===== src/rtl/id_ex_control_unit.sv =====
// rtl/id_ex_control_unit.sv - main-control decoder and ID/EX control pipeline register
module id_ex_control_unit #(
    parameter int CNT_W = 8
) (
    input  logic             clk,
    input  logic             rst,
    input  logic [5:0]       opcode,
    input  logic [5:0]       funct,
    input  logic             id_valid,
    input  logic             stall,
    input  logic             flush,
    output logic [1:0]       ALUop,
    output logic [5:0]       func,
    output logic             RegWrite,
    output logic             MemRead,
    output logic             MemWrite,
    output logic             MemtoReg,
    output logic             ALUSrc,
    output logic             RegDst,
    output logic             BranchEq,
    output logic             BranchNe,
    output logic             Jump,
    output logic             ex_valid,
    output logic             illegal,
    output logic [CNT_W-1:0] illegal_cnt
);

    typedef enum logic {S_BOOT, S_RUN} state_t;

    state_t             r_state;
    state_t             w_next_state;
    logic               w_legal;
    logic [1:0]         w_alu_op;
    logic [8:0]         w_ctrl;
    logic               w_bubble;
    logic               w_illegal;
    logic [1:0]         r_alu_op;
    logic [5:0]         r_func;
    logic [8:0]         r_ctrl;
    logic               r_ex_valid;
    logic               r_illegal;
    logic [CNT_W-1:0]   r_cnt;

    always_ff @(posedge clk or negedge rst) begin
        if (!rst) r_state <= S_BOOT;
        else      r_state <= w_next_state;
    end

    always_comb begin
        w_next_state = r_state;
        case (r_state)
            S_BOOT:  w_next_state = S_RUN;
            S_RUN:   w_next_state = S_RUN;
            default: w_next_state = S_BOOT;
        endcase
    end

    // w_ctrl = {RegWrite, MemRead, MemWrite, MemtoReg, ALUSrc, RegDst, BranchEq, BranchNe, Jump}
    always_comb begin
        w_legal  = 1'b1;
        w_alu_op = 2'b00;
        w_ctrl   = 9'b0;
        case (opcode)
            6'b000000: begin
                w_alu_op = 2'b10;
                w_ctrl   = 9'b100001000;
                if (funct != 6'b100000 && funct != 6'b100010 && funct != 6'b101010)
                    w_legal = 1'b0;
            end
            6'b100011: w_ctrl = 9'b110110000;
            6'b101011: w_ctrl = 9'b001010000;
            6'b001000: w_ctrl = 9'b100010000;
            6'b001010: begin w_alu_op = 2'b11; w_ctrl = 9'b100010000; end
            6'b000100: begin w_alu_op = 2'b01; w_ctrl = 9'b000000100; end
            6'b000101: begin w_alu_op = 2'b01; w_ctrl = 9'b000000010; end
            6'b000010: w_ctrl = 9'b000000001;
            default:   w_legal = 1'b0;
        endcase
    end

    // Illegal is only judged for an instruction that would actually enter EX.
    assign w_bubble  = (r_state == S_BOOT) | flush | stall | ~id_valid | ~w_legal;
    assign w_illegal = (r_state == S_RUN) & ~flush & ~stall & id_valid & ~w_legal;

    always_ff @(posedge clk or negedge rst) begin
        if (!rst) begin
            r_alu_op   <= 2'b00;
            r_func     <= 6'b0;
            r_ctrl     <= 9'b0;
            r_ex_valid <= 1'b0;
            r_illegal  <= 1'b0;
            r_cnt      <= '0;
        end else begin
            r_illegal <= w_illegal;
            if (w_bubble) begin
                r_alu_op   <= 2'b00;
                r_func     <= 6'b0;
                r_ctrl     <= 9'b0;
                r_ex_valid <= 1'b0;
            end else begin
                r_alu_op   <= w_alu_op;
                r_func     <= (opcode == 6'b000000) ? funct : 6'b0;
                r_ctrl     <= w_ctrl;
                r_ex_valid <= 1'b1;
            end
            if (w_illegal && r_cnt != {CNT_W{1'b1}})
                r_cnt <= r_cnt + {{(CNT_W-1){1'b0}}, 1'b1};
        end
    end

    assign ALUop       = r_alu_op;
    assign func        = r_func;
    assign RegWrite    = r_ctrl[8];
    assign MemRead     = r_ctrl[7];
    assign MemWrite    = r_ctrl[6];
    assign MemtoReg    = r_ctrl[5];
    assign ALUSrc      = r_ctrl[4];
    assign RegDst      = r_ctrl[3];
    assign BranchEq    = r_ctrl[2];
    assign BranchNe    = r_ctrl[1];
    assign Jump        = r_ctrl[0];
    assign ex_valid    = r_ex_valid;
    assign illegal     = r_illegal;
    assign illegal_cnt = r_cnt;

endmodule


===== config.mk =====
export PLATFORM = sky130hd
export DESIGN_NAME = id_ex_control_unit
export DESIGN_NICKNAME = d
export VERILOG_FILES = /design/src/rtl/id_ex_control_unit.sv
export SDC_FILE = /design/constraint.sdc
export NUM_CORES = 1
export LEC_CHECK = 0
export CORE_UTILIZATION = 40
export CTS_CLUSTER_SIZE = 12
export DETAILED_ROUTE_END_ITERATION = 16
export PLACE_DENSITY = 0.8
export SLEW_MARGIN = 20
export SYNTH_ARGS = -nofsm -noshare
export SYNTH_HDL_FRONTEND = slang
export SYNTH_SLANG_ARGS = --single-unit

===== constraint.sdc =====
create_clock -name clk -period 4.5 [get_ports clk]
set_clock_uncertainty 0.15 [all_clocks]
set_input_delay 0.675 -clock clk [delete_from_list [all_inputs] [get_ports clk]]
set_output_delay 0.675 -clock clk [all_outputs]
set_load 0.01 [all_outputs]

Word-level counts from Yosys, hierarchy flattened. Index checks and enable logic that the tools add are counted.

Add/subtract/negate cells: 1. Eq/ne operators: 11. Muxes and demuxes: 9. Bitwise gates (word level): 13. Reduce and logical (&&, ||, !) cells: 7.

Operators by type and width (number): one-hot mux 9 bit (7 select lines) (1); inequality test 6 bit (second input constant) (3); equality test 6 x 3 -> 1 bit (second input constant) (2); equality test 6 x 4 -> 1 bit (second input constant) (2); equality test 6 bit (second input constant) (2); 2-to-1 mux 6 bit (2); 2-to-1 mux 9 bit (1); adder 8 x 1 -> 8 bit (second input constant) (1); inequality test 8 bit (second input constant) (1); OR reduction 7 bit (1); equality test 6 x 2 -> 1 bit (second input constant) (1); zero test 6 bit (1); one-hot mux 2 bit (3 select lines) (1); inverter 1 bit (5); AND 1 bit (4); bitwise OR 1 bit (4); OR reduction 2 bit (2); logical AND 1 bit (3); 2-to-1 mux 1 bit (2); 2-to-1 mux 2 bit (1); one-hot mux 1 bit (2 select lines) (1).

Register bits after elaboration: 28. Input bits: 17. Output and inout port bits: 27. Logic and storage cells: 48.

Longest topological paths before layout.
Depth in word-level cells: 8. Depth in mapped cells: 6. Gate-level depth less buffers: 6.

Worst setup path before layout. OpenSTA, ideal clock, no wires.

Kind: input port to flip-flop. Start: in opcode[0]. End: reg r_cnt[7], in the netlist illegal_cnt[7]. Setup time: 0.128 ns. Arrival time: 2.285 ns. Data required time: 4.222 ns. Slack: 1.937 ns. Cell stages on the path: 6. Path buffers: 1. Path through: buf_2 > or4_1 > or2_1 > o32ai_4 > nor4_1 > mux2_1.

Longest elaborated chain between the ends: 6. Elaborated cells between the ends (all ways): 13. Classes of those cells: eq/ne: 7; mux: 1; bitwise: 2; reduce/logical: 3.

Ends and longest elaborated chain: start: declaration (line 7) `input logic [5:0] opcode,`; equality test 6 x 2 -> 1 bit, or another cell as far along (line 63) `case (opcode)`; OR reduction 7 bit (no line); one-hot mux 1 bit (2 select lines) (*) (line 63); inverter 1 bit (*) (line 83) `assign w_illegal = (r_state == S_RUN) & ~flush & ~stall & id_valid & ~w_legal;`; AND 1 bit (*) (line 83); logical AND 1 bit (*) (line 106) `if (w_illegal && r_cnt != {CNT_W{1'b1}})`; end signal: assignment (line 107) `r_cnt <= r_cnt + {{(CNT_W-1){1'b0}}, 1'b1};`; end: declaration (line 42) `logic [CNT_W-1:0] r_cnt;`.

Every way passes the cells marked *; elsewhere a longest branch is shown, timed or not. A chain may end at the register's enable or synchronous reset.

Worst setup path in the final report.
Start: in opcode[2]. End: reg r_cnt[7], in the netlist illegal_cnt[7].

Same word-level chain as after synthesis.

==> flow_summary.yaml <==
setup_path:
  critPathMaxStageDelay_ps: 630
  cp_top_family: "compound AO/OA/AOI/OAI gates"
  crit_chain: "clkdlybuf4s50_1 -> or4b_1 -> o211a_1 -> o32ai_4 -> nor4_1 -> mux2_1"
  r2r_slack_ps: 2520
  cp-start-kind: "input pin"
  crit_fanout: 10
  worstReg2RegStart: "r_state"
  required_ps: 4560
  critPathArrivalTime_ps: 2890
  crit_buf_inv: 1
  r2r_cells: 4
  r2r-end: "func[3]"
  slowest_stage: "clkdlybuf4s50_1"
  setup.worst_path.class: "in -> reg"
  end_kind: "flip-flop"
timing:
  rsz0062_at_grt: "false"
  worst_slew_pin_slew_ps: 585
  setup_tns_ps: 0
  fin_crit_ps: 2830
  setup_viol: 0
  max_clock_freq_ghz: 0.353
  final.setup.worst_slack_ps: 1670
  final_hold_viol_count: 0
  max_slew_margin: 0.610
  finalCritPeriodShare: 0.630
  slew_viol_final: 0
synth:
  synth-seq-area-share: 0.573
  yosysWarnings: 0
  ys_ff_latch: 27
  ys_types: 31
  synth_area_um2: 1180
  synth_area_per_cell_um2: 11.2
  synth_cells: 105
placed_design:
  post-place-ws_ps: 1330
  dp_hpwl_mm: 1.81
  dpl_cell_area_um2: 1630
  gp_congestion: 0.845
  port_buffers: 43
clock_network:
  htreeDepth: 1
  cts_tree: "built"
  post_cts_buffers: 0
  clock_path_buffers: 2
  cts-root-buf: "clkbuf_4"
  hold_buffers: 0
  cts_buffers: 3
  cts.sinks: 27
  clock_latency_ps: 310
  clk_pin_slew_ps: 140
  cts-resized-gates: 0
power:
  power_density_nw_per_um2: 286
  vdd_drop_max_uv: 175
  p_leak_nw: 0.709
grt:
  grt_pass1_vias: 930
  antenna_found_initial: 0
  grt_usage: 0.153
  grt_pass1_wl_mm: 3.84
  grt_remaining_overflow: 0
  grt_max_degree: 28
floorplanning:
  die_y_um: 56.3
  die_area_um2: 3170
  die_w_um: 56.3
  rows: 19
  fp.coreArea_um2: 2780
  ios: 44
  initial_core_util: 0.424
detailed_routing:
  drc: 0
  first_pass_iters: 4
  drtIter0Drc: 17
  detail-route-antenna-nets: 0
  totalWireLength_mm: 2.29
  via_per_inst: 5.22
  drt-wirelength-per-cell_um: 12.7
  vias: 945
finish:
  finalInstanceArea_um2: 1660
  final_common_cell: "clkdlybuf4s50_1"
  nFillCells: 243
  most-common-layout-cells: "clkdlybuf4s50_1 (42), dfrtp_1 (27), nor3_1 (9)"
  drive_above_1_share: 0.0467
  fin_nets: 169
  diodes: 0
  syn_to_final_growth_pct: 40.6
job:
  max_cap_viol_count: 0
outcome:
  status: "finished clean"
hold_path:
  hold_class: "in -> async"
## Yosys cell counts, drive strengths merged
master    n  area share
nand2b    3       0.016
inv       2      0.0064
clkbuf    2      0.0064
and2      2       0.011
xor2      5       0.037
nor4      4       0.021
mux2      3       0.029
nand2     9       0.031
buf       2       0.011
a21oi     4       0.017
nor3     10       0.047
o211a     1      0.0085
nand4bb   1      0.0096
nor2b     1      0.0053
or3       3       0.016
nor2      6       0.019
or4b      1      0.0085
or2       1      0.0053
dfrtp    27        0.57
conb      2      0.0064
and3      2       0.011
nor4b     3       0.022
o32ai     2       0.031
o31a      2       0.015
or4       1      0.0064
ha        1       0.011
nand3     5       0.021
## worst reg2reg max path, delay by kind of cell, from the launching register on
kind          cells  cell delay (ps)
simple gates      4             1430
flops             1              350
## routing by layer
| metal | global-route usage | wire [um] | up-vias |
|---|---|---|---|
| met5 | 0 | 0 | - |
| met4 | 0.0314 | 4 | 0 |
| met3 | 0.0392 | 151 | 2 |
| met2 | 0.269 | 1170 | 38 |
| met1 | 0.189 | 966 | 445 |
| li1 | - | - | 460 |
## layout make-up
cell class              instances  area (um^2)  share of cell area
flip-flops and latches         27          676               0.408
multi-input cells              74          483               0.292
repair buffers                 43          425               0.257
well taps                      31         38.8              0.0234
clock buffers                   4         26.3              0.0159
inverters                       2         7.51             0.00453
## worst max-delay path by stage
stage	from	to	slack, ps	cells after the start
2_1_floorplan	opcode[0]	illegal_cnt[7]	1940	6
3_3_place_gp	opcode[1]	illegal_cnt[7]	1410	6
3_5_place_dp	opcode[2]	illegal_cnt[7]	1330	6
4_1_cts	opcode[1]	illegal_cnt[1]	1680	6
5_1_grt	opcode[1]	illegal_cnt[7]	1550	6
6_report	opcode[2]	illegal_cnt[7]	1670	6
## stage by stage
stage	hold slack [ps]	std cells	total power, mW	utilization
after floorplan	229	107	0.317	-
after global placement	340	177	0.376	0.588
after detailed placement	351	177	0.380	0.586
after CTS	200	181	0.481	0.596
after global routing	205	181	0.502	0.596
final	191	181	0.474	0.596
## sequential cells by signal (all words and copies together), names as in the netlist
register / cells
ALUop: 2
illegal: 1
func: 6
illegal_cnt: 8
ex_valid: 1
r_ctrl: 8
r_state: 1
## cell families after synthesis
| logic type | synth area share |
|---|---|
| mux | 0.0287 |
| fa+ha+maj | 0.0106 |
| flops | 0.573 |
| xor+xnor | 0.0372 |
| simple gates | 0.249 |
| other cells | 0.00637 |
| compound gates | 0.0711 |
| buf+inv | 0.0234 |
## where the power goes
part / leakage [nW] / total, mW / switching, mW / internal [mW]
logic: 0.331 / 0.0965 / 0.0416 / 0.0548
clock network: 0.0150 / 0.0995 / 0.0649 / 0.0346
registers: 0.363 / 0.278 / 0.0201 / 0.258
total: 0.709 / 0.474 / 0.127 / 0.348
(Power assumes the default switching activity.)
